## src/rtl/clkspec_ncr_acc_frame_pkg.sv

```systemverilog
// Shared definitions for the NCR accumulator frame stage.
// Holds the FSM state encodings and the default operand/length/accumulator widths.
`ifndef CLKSPEC_ACC_IDLE
`define CLKSPEC_ACC_IDLE 1'b0
`endif
`ifndef CLKSPEC_ACC_ACC
`define CLKSPEC_ACC_ACC 1'b1
`endif

package clkspec_ncr_acc_frame_pkg;

  localparam int CLKSPEC_WIDTH = 8;
  localparam int CLKSPEC_LEN_W = 8;
  localparam int CLKSPEC_ACC_W = 20;

  typedef enum logic {
    ACC_IDLE = `CLKSPEC_ACC_IDLE,
    ACC_ACC  = `CLKSPEC_ACC_ACC
  } acc_state_e;

endpackage

```

## src/rtl/clkspec_acc_resbuf.sv

```systemverilog
// Two-entry in-order result buffer between the accumulator and the consumer.
// Push on a full buffer and pop on an empty one are ignored.
module clkspec_acc_resbuf #(
  parameter int DW = 21
) (
  input  logic          clk,
  input  logic          reset,
  input  logic          push,
  input  logic          pop,
  input  logic [DW-1:0] din,
  output logic [DW-1:0] dout,
  output logic          full,
  output logic          empty
);

  logic [DW-1:0] mem_r [2];
  logic          wr_ptr_r;
  logic          rd_ptr_r;
  logic [1:0]    count_r;
  logic          do_push_s;
  logic          do_pop_s;

  assign do_push_s = push & (count_r != 2'd2);
  assign do_pop_s  = pop & (count_r != 2'd0);

  // Storage, pointers and occupancy; simultaneous push/pop leaves the count unchanged.
  always_ff @(posedge clk or posedge reset) begin
    if (reset) begin
      mem_r[0] <= '0;
      mem_r[1] <= '0;
      wr_ptr_r <= 1'b0;
      rd_ptr_r <= 1'b0;
      count_r  <= 2'd0;
    end else begin
      if (do_push_s) begin
        mem_r[wr_ptr_r] <= din;
        wr_ptr_r        <= ~wr_ptr_r;
      end
      if (do_pop_s) begin
        rd_ptr_r <= ~rd_ptr_r;
      end
      case ({do_push_s, do_pop_s})
        2'b10:   count_r <= count_r + 2'd1;
        2'b01:   count_r <= count_r - 2'd1;
        default: count_r <= count_r;
      endcase
    end
  end

  assign dout  = mem_r[rd_ptr_r];
  assign full  = (count_r == 2'd2);
  assign empty = (count_r == 2'd0);

endmodule

```

## src/rtl/clkspec_ncr_acc_frame.sv

```systemverilog
// Frame accumulator behind the interleaved NCR multiplier: sums frame_len products per frame.
// Optional macro CLKSPEC_ACC_SAT_EN makes the sum saturate instead of wrapping on overflow.
module clkspec_ncr_acc_frame
  import clkspec_ncr_acc_frame_pkg::*;
#(
  parameter int WIDTH = CLKSPEC_WIDTH,
  parameter int LEN_W = CLKSPEC_LEN_W,
  parameter int ACC_W = CLKSPEC_ACC_W
) (
  input  logic               clk,
  input  logic               reset,
  input  logic               prod_vld,
  input  logic [2*WIDTH-1:0] prod,
  output logic               prod_rdy,
  input  logic [LEN_W-1:0]   frame_len,
  output logic               res_vld,
  output logic [ACC_W-1:0]   res,
  output logic               res_ovf,
  input  logic               res_rdy,
  output logic               busy
);

  acc_state_e       state_r;
  acc_state_e       state_nxt_s;
  logic [ACC_W-1:0] acc_r;
  logic [ACC_W-1:0] acc_nxt_s;
  logic             ovf_r;
  logic             ovf_nxt_s;
  logic [LEN_W:0]   cnt_r;
  logic [LEN_W:0]   cnt_nxt_s;
  logic [LEN_W:0]   len_r;
  logic [LEN_W:0]   len_nxt_s;
  logic [LEN_W:0]   len_in_s;
  logic [ACC_W-1:0] prod_ext_s;
  logic [ACC_W:0]   sum_s;
  logic             accept_s;
  logic             last_s;
  logic             busy_s;
  logic             buf_full_s;
  logic             buf_empty_s;
  logic [ACC_W:0]   buf_dout_s;

  assign accept_s   = prod_vld & prod_rdy;
  assign prod_ext_s = ACC_W'(prod);
  assign sum_s      = {1'b0, acc_r} + {1'b0, prod_ext_s};
  // A zero length field stands for the largest frame, 2**LEN_W products.
  assign len_in_s   = (frame_len == '0) ? {1'b1, {LEN_W{1'b0}}} : {1'b0, frame_len};

  // Accumulator, overflow flag, product counter and latched frame length.
  always_comb begin
    acc_nxt_s = acc_r;
    ovf_nxt_s = ovf_r;
    cnt_nxt_s = cnt_r;
    len_nxt_s = len_r;
    last_s    = 1'b0;
    if (accept_s) begin
      if (state_r == ACC_IDLE) begin
        acc_nxt_s = prod_ext_s;
        ovf_nxt_s = 1'b0;
        cnt_nxt_s = (LEN_W+1)'(1);
        len_nxt_s = len_in_s;
        last_s    = (len_in_s == (LEN_W+1)'(1));
      end else begin
        ovf_nxt_s = ovf_r | sum_s[ACC_W];
`ifdef CLKSPEC_ACC_SAT_EN
        if (ovf_r | sum_s[ACC_W]) begin
          acc_nxt_s = {ACC_W{1'b1}};
        end else begin
          acc_nxt_s = sum_s[ACC_W-1:0];
        end
`else
        acc_nxt_s = sum_s[ACC_W-1:0];
`endif
        cnt_nxt_s = cnt_r + (LEN_W+1)'(1);
        last_s    = ((cnt_r + (LEN_W+1)'(1)) == len_r);
      end
    end else begin
      last_s = 1'b0;
    end
  end

  // Datapath registers.
  always_ff @(posedge clk or posedge reset) begin
    if (reset) begin
      acc_r <= '0;
      ovf_r <= 1'b0;
      cnt_r <= '0;
      len_r <= '0;
    end else begin
      acc_r <= acc_nxt_s;
      ovf_r <= ovf_nxt_s;
      cnt_r <= cnt_nxt_s;
      len_r <= len_nxt_s;
    end
  end

  // FSM state register.
  always_ff @(posedge clk or posedge reset) begin
    if (reset) begin
      state_r <= ACC_IDLE;
    end else begin
      state_r <= state_nxt_s;
    end
  end

  // FSM next state: a one-product frame completes without leaving IDLE.
  always_comb begin
    state_nxt_s = state_r;
    case (state_r)
      ACC_IDLE: begin
        if (accept_s && !last_s) state_nxt_s = ACC_ACC;
        else                     state_nxt_s = ACC_IDLE;
      end
      ACC_ACC: begin
        if (accept_s && last_s) state_nxt_s = ACC_IDLE;
        else                    state_nxt_s = ACC_ACC;
      end
      default: state_nxt_s = ACC_IDLE;
    endcase
  end

  // FSM outputs.
  always_comb begin
    busy_s = 1'b0;
    case (state_r)
      ACC_IDLE: busy_s = 1'b0;
      ACC_ACC:  busy_s = 1'b1;
      default:  busy_s = 1'b0;
    endcase
  end

  assign busy = busy_s;

  clkspec_acc_resbuf #(
    .DW(ACC_W + 1)
  ) u_resbuf (
    .clk   (clk),
    .reset (reset),
    .push  (last_s),
    .pop   (res_vld & res_rdy),
    .din   ({ovf_nxt_s, acc_nxt_s}),
    .dout  (buf_dout_s),
    .full  (buf_full_s),
    .empty (buf_empty_s)
  );

  assign prod_rdy = ~buf_full_s;
  assign res_vld  = ~buf_empty_s;
  assign res      = buf_dout_s[ACC_W-1:0];
  assign res_ovf  = buf_dout_s[ACC_W];

endmodule
```

## config.mk

```make
export PLATFORM = sky130hd
export DESIGN_NAME = clkspec_ncr_acc_frame
export DESIGN_NICKNAME = d
export VERILOG_FILES = /design/src/rtl/clkspec_ncr_acc_frame_pkg.sv /design/src/rtl/clkspec_acc_resbuf.sv /design/src/rtl/clkspec_ncr_acc_frame.sv
export SDC_FILE = /design/constraint.sdc
export NUM_CORES = 1
export LEC_CHECK = 0
export ABC_AREA = 1
export CAP_MARGIN = 20
export CORE_UTILIZATION = 40
export DETAILED_ROUTE_END_ITERATION = 6
export GPL_ROUTABILITY_DRIVEN = 0
export PLACE_DENSITY = 0.72
export SYNTH_ARGS = -nofsm -noshare
export SYNTH_HDL_FRONTEND = slang
export SYNTH_SLANG_ARGS = --single-unit
```

## constraint.sdc

```tcl
create_clock -name clk -period 9 [get_ports clk]
set_clock_uncertainty 0.1 [all_clocks]
set_input_delay 2.7 -clock clk [delete_from_list [all_inputs] [get_ports clk]]
set_output_delay 2.7 -clock clk [all_outputs]
set_load 0.02 [all_outputs]
```

== Word-level counts from Yosys, hierarchy flattened ==
Cells that the tools add are included.

* Input bits: 28
* Register bits after elaboration: 86
* Word-level logic and storage cells: 63

* $add $sub $neg: 4
* Equality and inequality tests: 6
* Multiplexer cells: 19
* Magnitude comparators: 3
* Reduce and logical (&&, ||, !) cells: 9
* Bitwise gates (word level): 12

{| class="wikitable"
|+ Operator list
! kind !! count
|-
| $mux 21 || 4
|-
| $bwmux 42 || 1
|-
| $mux 20 || 2
|-
| $add 20x16->21 || 1
|-
| $demux 21 s1 || 1
|-
| $mux 9 || 2
|-
| $add 9x1->9 const B || 1
|-
| $eq 9x1->1 const B || 1
|-
| $eq 9x9->1 || 1
|-
| $logic_not 8->1 || 1
|-
| $mux 1 || 6
|-
| $not 1->1 || 5
|-
| $and 1x1->1 || 4
|-
| $eq 2x2->1 const B || 2
|-
| $ge 2x2->1 const B || 2
|-
| $not 1->2 || 2
|-
| $pmux 1 s2 || 2
|-
| $pmux 2 s2 || 1
|-
| $reduce_bool 2->1 || 2
|-
| $logic_and 1x1->1 || 3
|-
| $add 2x1->2 const B || 1
|-
| $eq 2x1->1 const B || 1
|-
| $logic_not 2->1 || 1
|-
| $lt 2x1->1 const B || 1
|-
| other kinds (5) || 5
|}

== Logic depth before layout (Yosys ltp) ==
Gate-level depths: netlist of run 1.

* Depth after elaboration: 9
* Mapped depth: 16
* Mapped depth without buffers: 16

== Cells and area by module ==
From an unflattened synthesis of run 1, not the netlist that was laid out.

* Cell total of the unflattened synthesis: 686
* Area total of the unflattened synthesis: 5,068.6 um^2

{| class="wikitable"
|+ Modules (own cells, without submodules)
! module !! times used !! cells an instance !! sequential area each (um^2) !! area an instance (um^2)
|-
| clkspec_ncr_acc_frame || 1 || 401 || 1,001.0 || 2,861.5
|-
| clkspec_acc_resbuf || 1 || 285 || 1,151.1 || 2,207.1
|}

== Worst setup path after synthesis of run 1 ==
OpenSTA, ideal clock, no wires.

* Kind: input to register
* From: input prod_vld
* To: register u_resbuf.count_r[1]
* Data required time: 8,769 ps
* Setup time: 131 ps
* Cell stages on the path: 11
* Arrival: 4,115 ps
* Setup slack: 4,655 ps
* Cell sequence: nand2_2 > nor2_2 > inv_2 > nor2_1 > nand4_1 > nand2_4 > inv_1 > ha_1 > a21oi_1 > o21ai_0 > xor2_1

* Cells in the longest elaborated chain, start to end: 5

{| class="wikitable"
|+ Ends and longest elaborated chain
! item !! line !! RTL
|-
| start, declared || clkspec_ncr_acc_frame.sv:12 || <nowiki>input logic prod_vld,</nowiki>
|-
| $and 1x1->1 (*) || clkspec_ncr_acc_frame.sv:43 || <nowiki>assign accept_s = prod_vld & prod_rdy;</nowiki>
|-
| $mux 1 (*) || clkspec_ncr_acc_frame.sv:56 || <nowiki>if (accept_s) begin</nowiki>
|-
| $and 1x1->1 (*) || clkspec_acc_resbuf.sv:23 || <nowiki>assign do_push_s = push & (count_r != 2'd2);</nowiki>
|-
| $eq 2x1->1 or $eq 2x2->1 (tied branches) || clkspec_acc_resbuf.sv:42 || <nowiki>case ({do_push_s, do_pop_s})</nowiki>
|-
| $pmux 2 s2 or $reduce_bool 2->1 (tied branches) || - ||
|-
| end signal, assigned || clkspec_acc_resbuf.sv:43 || <nowiki>2'b10: count_r <= count_r + 2'd1;</nowiki>
|-
| end signal, assigned || clkspec_acc_resbuf.sv:44 || <nowiki>2'b01: count_r <= count_r - 2'd1;</nowiki>
|-
| end signal, assigned || clkspec_acc_resbuf.sv:45 || <nowiki>default: count_r <= count_r;</nowiki>
|-
| end, declared || clkspec_acc_resbuf.sv:19 || <nowiki>logic [1:0] count_r;</nowiki>
|}

Every way passes the cells marked *; elsewhere a longest branch is shown, timed or not.
A chain may end at the register's enable or synchronous reset.

== Worst setup path in the final report of run 1 ==
* From: register u_resbuf.rd_ptr_r
* To: output res[6]

* Cells in the longest elaborated chain, start to end: 4

{| class="wikitable"
|+ Ends and longest elaborated chain
! item !! line !! RTL
|-
| start, declared || clkspec_acc_resbuf.sv:18 || <nowiki>logic rd_ptr_r;</nowiki>
|-
| start signal, assigned || clkspec_acc_resbuf.sv:40 || <nowiki>rd_ptr_r <= ~rd_ptr_r;</nowiki>
|-
| $not 1->2 (implied by the code) || clkspec_acc_resbuf.sv:50 || <nowiki>assign dout = mem_r[rd_ptr_r];</nowiki>
|-
| $mux 21 (implied by the code) (3 in series) || clkspec_acc_resbuf.sv:50 ||
|-
| end, declared || clkspec_ncr_acc_frame.sv:17 || <nowiki>output logic [ACC_W-1:0] res,</nowiki>
|}

Every way passes these cells. The select of a mux whose other input is x is not followed.

==> results of run 1 <==
[routing by layer]
metal,track usage,up-vias,share of wire,routed length [um]
li1,-,2357,-,-
met1,0.283,2079,0.46,6010
met2,0.331,122,0.46,5970
met3,0.0443,25,0.045,590
met4,0.0918,0,0.031,403
met5,0,-,0,0
[metrics by stage]
| stage | cell area [sq um] | instances | hold WS, ns | setup WS (ns) |
|---|---|---|---|---|
| 2_1_floorplan | 5100 | 709 | 0.342 | 3.98 |
| 3_3_place_gp | 5690 | 907 | 0.354 | 3.42 |
| 3_5_place_dp | 5690 | 907 | 0.359 | 3.34 |
| 4_1_cts | 5980 | 923 | 0.374 | 3.51 |
| 5_1_grt | 6010 | 924 | 0.386 | 3.33 |
| 6_report | 6010 | 924 | 0.371 | 3.55 |
[power by group through the flow]
stage	clock [W]	sequential, W	combinational, W
floorplan	0	0.000515	0.000500
CTS	0.000377	0.000540	0.000661
detailed placement	0	0.000545	0.000653
global route	0.000391	0.000552	0.000751
global placement	0	0.000543	0.000646
finish	0.000369	0.000540	0.000664
[flip-flops by register name (all words and copies together) (netlist names), named ones only]
signal / cells
acc_r: 20
cnt_r: 9
len_r: 9
ovf_r: 1
u_resbuf.count_r: 2
u_resbuf.mem_r: 42
u_resbuf.rd_ptr_r: 1
u_resbuf.wr_ptr_r: 1
[worst max path at each step]
stage                      start             endpoint  slack, ns  cells past startpoint
2_1_floorplan              reset            async pin       3.98                      1
3_3_place_gp            prod_vld  u_resbuf.count_r[1]       3.42                     11
3_5_place_dp            prod_vld  u_resbuf.count_r[1]       3.34                     12
4_1_cts        u_resbuf.rd_ptr_r               res[9]       3.51                      4
5_1_grt        u_resbuf.rd_ptr_r               res[3]       3.33                      4
6_report       u_resbuf.rd_ptr_r               res[6]       3.55                      4
[cell type report]
| cell class | count | area (sq um) | share of cell area |
|---|---|---|---|
| clock buffer | 11 | 253 | 0.0420 |
| clock inverter | 5 | 41.3 | 0.00687 |
| inverter | 62 | 234 | 0.0389 |
| multi-input combinational | 537 | 2560 | 0.426 |
| sequential | 86 | 2150 | 0.358 |
| tap | 168 | 210 | 0.0350 |
| timing repair buffer | 55 | 561 | 0.0932 |
[logic make-up (layout without fill, tap and decap cells)]
logic type,after synthesis,in the layout,share of synthesized area
flip-flops,86,86,0.422
AND/OR/NAND/NOR,449,449,0.370
buffers and inverters,86,133,0.0763
XOR/XNOR,8,8,0.0137
adder cells (fa/ha/maj),19,19,0.0481
AO/OA/AOI/OAI,61,61,0.0701
[placed cells by master, fill, tap and decap left out, types with 2 or more instances in the layout]
cell type        netlist  final
a21oi_1               22     22
a22o_1                 6      6
and3_1                 2      2
buf_4                  0      3
clkbuf_16              0      9
clkbuf_8               0      2
clkdlybuf4s50_1        0     51
clkinv_4               0      2
clkinvlp_4             0      2
dfrtp_1               86     86
ha_1                  18     18
inv_1                 60     59
inv_2                  2      2
nand2_1              293    293
nand2_2                4      4
nand2_4                3      3
nand3_1               96     96
nand3b_1               4      4
nand4_1                3      3
nor2_1                37     37
nor2_2                 4      4
o211ai_1               5      5
o21ai_0               19     19
o21bai_1               3      3
o22ai_1                3      3
xnor2_1                3      3
xor2_1                 5      5
[critical path, cell delays in order (launching register included)]
cell	delay, ns
dfrtp_1	0.86
inv_1	0.61
nand2_1	0.17
nand2_1	0.10
clkdlybuf4s50_1	0.54
==> summary.md, run 1 <==
| Metric | Value |
|---|---|
| Seq/Total Area, Yosys | 0.422 |
| Fill cell count | 1,241 |
| Net switching component of the power | 0.000678 W |
| Maximum number of pins on one net before global-route repair | 79 |
| Switching Share | 0.431 |
| Dominant cell by count in the synthesized netlist | nand2_1 |
| Post_cts resized | 0 |
| Total die area | 13,200 sq um |
| Dominant cells by area after synthesis | dfrtp_1, nand2_1, nand3_1 |
| Number of antenna violations at the first check in global routing | 0 |
| Logic pwr share | 0.422 |
| Endpoints failing hold | 0 |
| GRT Residual Overflow | 0 |
| Total Neg Setup Slack | 0 ns |
| Setup crit end kind | primary output |
| # setup viols final | 0 |
| Hold Buf Count CTS | 0 |
| Top post-synthesis cells by count | nand2_1, nand3_1, dfrtp_1, inv_1, nor2_1 |
| P_int | 0.000895 W |
| Total of buffers placed on input and output ports | 51 |
| Worst hold path depth | 2 |
| Root buffer cell | clkbuf_16 |
| Reg-to-Reg End | u_resbuf.count_r[1] |
| Post-synth design cell area | 5100 sq um |
| Start-to-end type of the worst setup path | flop to primary output |
| CTS clk-pin slew, worst paths | 0.07 ns |
| Yosys warns | 0 |
| Min Clock Period, post-route | 5.45 ns |
| Share of total power in the clock network | 0.235 |
| Hold Path End | u_resbuf.mem_r[20] |
| Worst Tran Pin Value | 0.919 ns |
| Die boundary width | 115 um |
| Detailed-route wire length | 13,000 um |
| Share of layout cells above drive strength 1 | 0.0476 |
| Setup bufs post-CTS | 0 |
| TritonCTS Buffers | 9 |
| Unrepaired setup endpoints after global routing | no |
| Nets in the synthesized netlist | 756 |
| Leakage | 3.15 nW |
| Proportion of synthesized flip-flops having asynchronous set or reset | 1.00 |
| Placed wire-length estimate after detailed placement | 8780 um |
| Layout Utilization | 0.492 |
| Detail-routed via count per cell | 4.96 |
| Number of sinks driven by the clock tree | 86 |
| Synth area leader | dfrtp_1 |
| Floorplan Core Area | 12,200 sq um |
| Total power divided by cell area | 262 nW/um^2 |
| Peak ir drop on the vdd network | 0.172 mV |
| Clock tree buffer depth | 2 |
| Kind of path behind the tightest hold check | flop to flop |
| Std cell rows | 40 |
| Worst reg-to-reg setup slack | 5.96 ns |
| Maxcap violations | 0 |
| #FFs+latches synth | 86 |
| Number of nets at the end of the flow | 798 |
| Detailed-route DRC error count | 0 |
| Worst relative slew slack | 0.387 |
| Die Span Y | 115 um |
| Wire per inst | 14.0 um |
| Number of nets with antenna violations after routing | 0 |
| Cell count after synthesis | 709 |
| Most instantiated flip-flop cell in the synthesis netlist | dfrtp_1 |
| TritonCTS clock tree | yes |
| Aggregate global-route resource usage | 0.211 |
| Detailed router's first-iteration violation count | 373 |
| Global-route wire length before repair | 21,500 um |
| Overall via count from detail_route | 4,583 |
| Type of element launching the critical path | flop |
| Starting density of the core | 0.418 |
| R2r startpoint | u_resbuf.count_r[0] |
| Number of synthesized flops with an enable pin | 0 |
| Hold Startpoint | u_resbuf.mem_r[20] |
| H-tree levels | 3 |
| Ports placed on the boundary | 52 |
| Data arrival time of the critical path | 2.65 ns |
| N_diodes | 0 |
| Sequential share of power | 0.343 |
| Maximum operating frequency | 0.184 GHz |
| Worst Path Max Fanout | 22 |
| Cells on worst reg2reg path | 13 |
| Number of global-route vias before repair | 4,337 |
| Overall power of the completed layout | 0.00157 W |
| Area share of the leading cell type in the synthesized netlist | 0.422 |
| Worst skew pair latency | 0.36 ns |
| Area grow syn2layout | 17.8% |
| Final Cycle Share | 0.605 |
| CP Data Required Time | 6.20 ns |
| Mean instance size in the synthesized netlist | 7.20 sq um |
| Synth unique cells | 32 |
| Max-slew violations | 0 |
| Status | completed |
| Detailed-router iteration count before antenna repair | 5 |
Note: power is estimated with default switching activity, not from simulation.
==> run 2: changes to the inputs <==
PLACE_DENSITY = 0.74   (was 0.72)
clock period = 4.4 ns   (was 9 ns; I/O delays follow)
==> run 2 against run 1 <==
Effect of this change: largest power group unchanged; combinational power rose by 110%; utilization rose by 0.48 points; critical path type is now primary input to flop; non-clock buffer count rose by 4; die area did not move; critical path depth rose by 9; final cell count rose by 0.43%.
==> summary.md, run 2 (synthesis results as in run 1) <==
| Metric | Value |
|---|---|
| # setup viols final | 0 (unchanged) |
| Hold Buf Count CTS | 0 (unchanged) |
| Status | completed |
| Floorplan Core Area | 12,200 sq um (unchanged) |
| Kind of path behind the tightest hold check | flop to flop |
| Final Cycle Share | 0.785 |
| Starting density of the core | 0.418 (unchanged) |
| Logic pwr share | 0.421 (about the same) |
| Number of sinks driven by the clock tree | 86 (unchanged) |
| Worst skew pair latency | 0.36 ns (about the same) |
| Leakage | 3.20 nW (+1.3%) |
| GRT Residual Overflow | 0 (unchanged) |
| Hold Startpoint | u_resbuf.mem_r[33] |
| Clock tree buffer depth | 2 (unchanged) |
| Share of total power in the clock network | 0.258 (+0.023) |
| Aggregate global-route resource usage | 0.216 (+0.00479) |
| Type of element launching the critical path | primary input |
| Maximum number of pins on one net before global-route repair | 87 (+10%) |
| Detailed-route DRC error count | 0 (unchanged) |
| Worst Tran Pin Value | 0.812 ns (-0.107 ns) |
| Min Clock Period, post-route | 3.45 ns |
| Data arrival time of the critical path | 3.65 ns (+1.00 ns) |
| Worst relative slew slack | 0.458 (+0.0705) |
| Metal2 WL | 6200 um (+3.9%) |
| Detail-routed via count per cell | 5.01 (+0.92%) |
| Total of buffers placed on input and output ports | 51 (unchanged) |
| Switching Share | 0.419 (-0.0124) |
| Overall via count from detail_route | 4,645 (+1.4%) |
| Wire per inst | 14.1 um (+0.77%) |
| P_int | 0.00194 W (+120%) |
| Number of antenna violations at the first check in global routing | 0 (unchanged) |
| Total Neg Setup Slack | 0 ns (unchanged) |
| Root buffer cell | clkbuf_16 |
| TritonCTS clock tree | yes |
| R2r startpoint | cnt_r[0] |
| Detailed-router iteration count before antenna repair | 5 (unchanged) |
| Placed wire-length estimate after detailed placement | 9070 um (+3.2%) |
| N_diodes | 0 (unchanged) |
| Ports placed on the boundary | 52 (unchanged) |
| Number of placed cells counting well taps | 912 (+0.55%) |
| Number of nets with antenna violations after routing | 0 (unchanged) |
| Top sig layer | met4 |
| CP Data Required Time | 4.59 ns (-1.61 ns) |
| Peak ir drop on the vdd network | 0.357 mV (+110%) |
| Share of layout cells above drive strength 1 | 0.0526 (+0.00501) |
| Setup bufs post-CTS | 0 (unchanged) |
| Std cell rows | 40 (unchanged) |
| Worst Path Max Fanout | 5 (-77%) |
| Number of nets at the end of the flow | 802 (+0.50%) |
| Met3 routed WL | 611 um (+3.6%) |
| Area grow syn2layout | 19.0% |
| Maximum operating frequency | 0.290 GHz |
| Overall power of the completed layout | 0.00334 W (+110%) |
| Maxcap violations | 0 (unchanged) |
| CTS clk-pin slew, worst paths | 0.07 ns (about the same) |
| Layout Cells excl Fill | 928 (+0.43%) |
| Net switching component of the power | 0.00140 W (+110%) |
| Post_cts resized | 0 (unchanged) |
| Endpoints failing hold | 0 (unchanged) |
| Leading cell types in the layout, fill and taps excluded | nand2_1, nand3_1, dfrtp_1 |
| H-tree levels | 3 (unchanged) |
| Max reg flops | 42 (unchanged) |
| Number of global-route vias before repair | 4,428 (+2.1%) |
| Max-slew violations | 0 (unchanged) |
| Sequential share of power | 0.321 (-0.022) |
| Total die area | 13,200 sq um (unchanged) |
| TritonCTS Buffers | 9 (unchanged) |
| Start-to-end type of the worst setup path | primary input to flop |
| Detailed-route wire length | 13,100 um (+1.2%) |
| Total power divided by cell area | 551 nW/um^2 (+110%) |
| Die boundary width | 115 um (unchanged) |
| Unrepaired setup endpoints after global routing | no |
| Global-route wire length before repair | 21,900 um (+1.7%) |
| Largest registers | u_resbuf.mem_r: 42 flops, acc_r: 20 flops |
| Detailed router's first-iteration violation count | 363 (-2.7%) |
| Most frequent standard cell in the layout excluding fill and tap cells | nand2_1 |
| Setup crit end kind | flop |
| Die Span Y | 115 um (unchanged) |
| Most flop-heavy register | u_resbuf.mem_r |
| Detailed-routing wirelength on met1 | 6030 um (+0.37%) |
| Worst setup path startpoint | prod[0] |
-- run 2: cell types whose count changed in the layout (fill, tap and decap cells not counted) --
cell        change
clkinv_4        -1
clkinv_2        +1
bufinv_16       +2
clkbuf_8        -1
buf_4           +4
clkinvlp_4      -2
buf_16          -1
inv_6           +1
buf_12          +1
-- run 2: worst paths after layout --
check / endpoint / slack, ns / cells past startpoint
max in group asynchronous: cnt_r[2] / 2.52 / 3
hold / removal: u_resbuf.mem_r[33] / 0.37 / 2
setup / recovery: u_resbuf.mem_r[41] / 0.95 / 13
hold reg to reg: u_resbuf.mem_r[33] / 0.37 / 2
setup reg to reg: u_resbuf.count_r[1] / 1.65 / 16
min in group asynchronous: u_resbuf.mem_r[38] / 1.27 / 3
-- run 2: metrics by stage --
stage | worst slack [ns] | utilization | hold WS, ns | cell area, sq um
after floorplan | 0.758 | - | 0.342 | 5100
after global placement | 0.669 | 0.470 | 0.354 | 5740
after detailed placement | 0.626 | 0.470 | 0.358 | 5740
after CTS | 0.970 | 0.497 | 0.375 | 6070
after global routing | 0.719 | 0.497 | 0.393 | 6070
final | 0.948 | 0.497 | 0.371 | 6070
-- run 2: power by group through the flow --
| stage | Sequential [W] | Combinational [W] | Clock, W |
|---|---|---|---|
| after floorplan | 0.00105 | 0.00102 | 0 |
| after global placement | 0.00108 | 0.00137 | 0 |
| after detailed placement | 0.00108 | 0.00139 | 0 |
| after CTS | 0.00107 | 0.00140 | 0.000876 |
| after global routing | 0.00109 | 0.00160 | 0.000903 |
| final | 0.00107 | 0.00141 | 0.000864 |
-- run 2: layout make-up --
class,count,area (sq um)
sequential,86,2150
inverter,62,234
tap,168,210
multi-input combinational,537,2560
clock buffer,10,239
clock inverter,6,91.3
timing repair buffer,59,583
fill,1224,6140
-- run 2: critical path: stages --
cell,delay [ns]
clkdlybuf4s50_1,0.48
ha_1,0.24
fa_1,0.21
nand2_1,0.07
o21ai_1,0.26
nand2_1,0.09
nand2_1,0.14
nand2_1,0.07
nand2_1,0.17
nand3_1,0.10
a21oi_1,0.29
nand3_1,0.11
nand2_1,0.09
-- run 2: routing by layer --
layer | vias to the layer above | GRT usage
li1 | 2358 | -
met1 | 2155 | 0.282
met2 | 111 | 0.355
met3 | 21 | 0.0432
met4 | 0 | 0.0805
met5 | - | 0
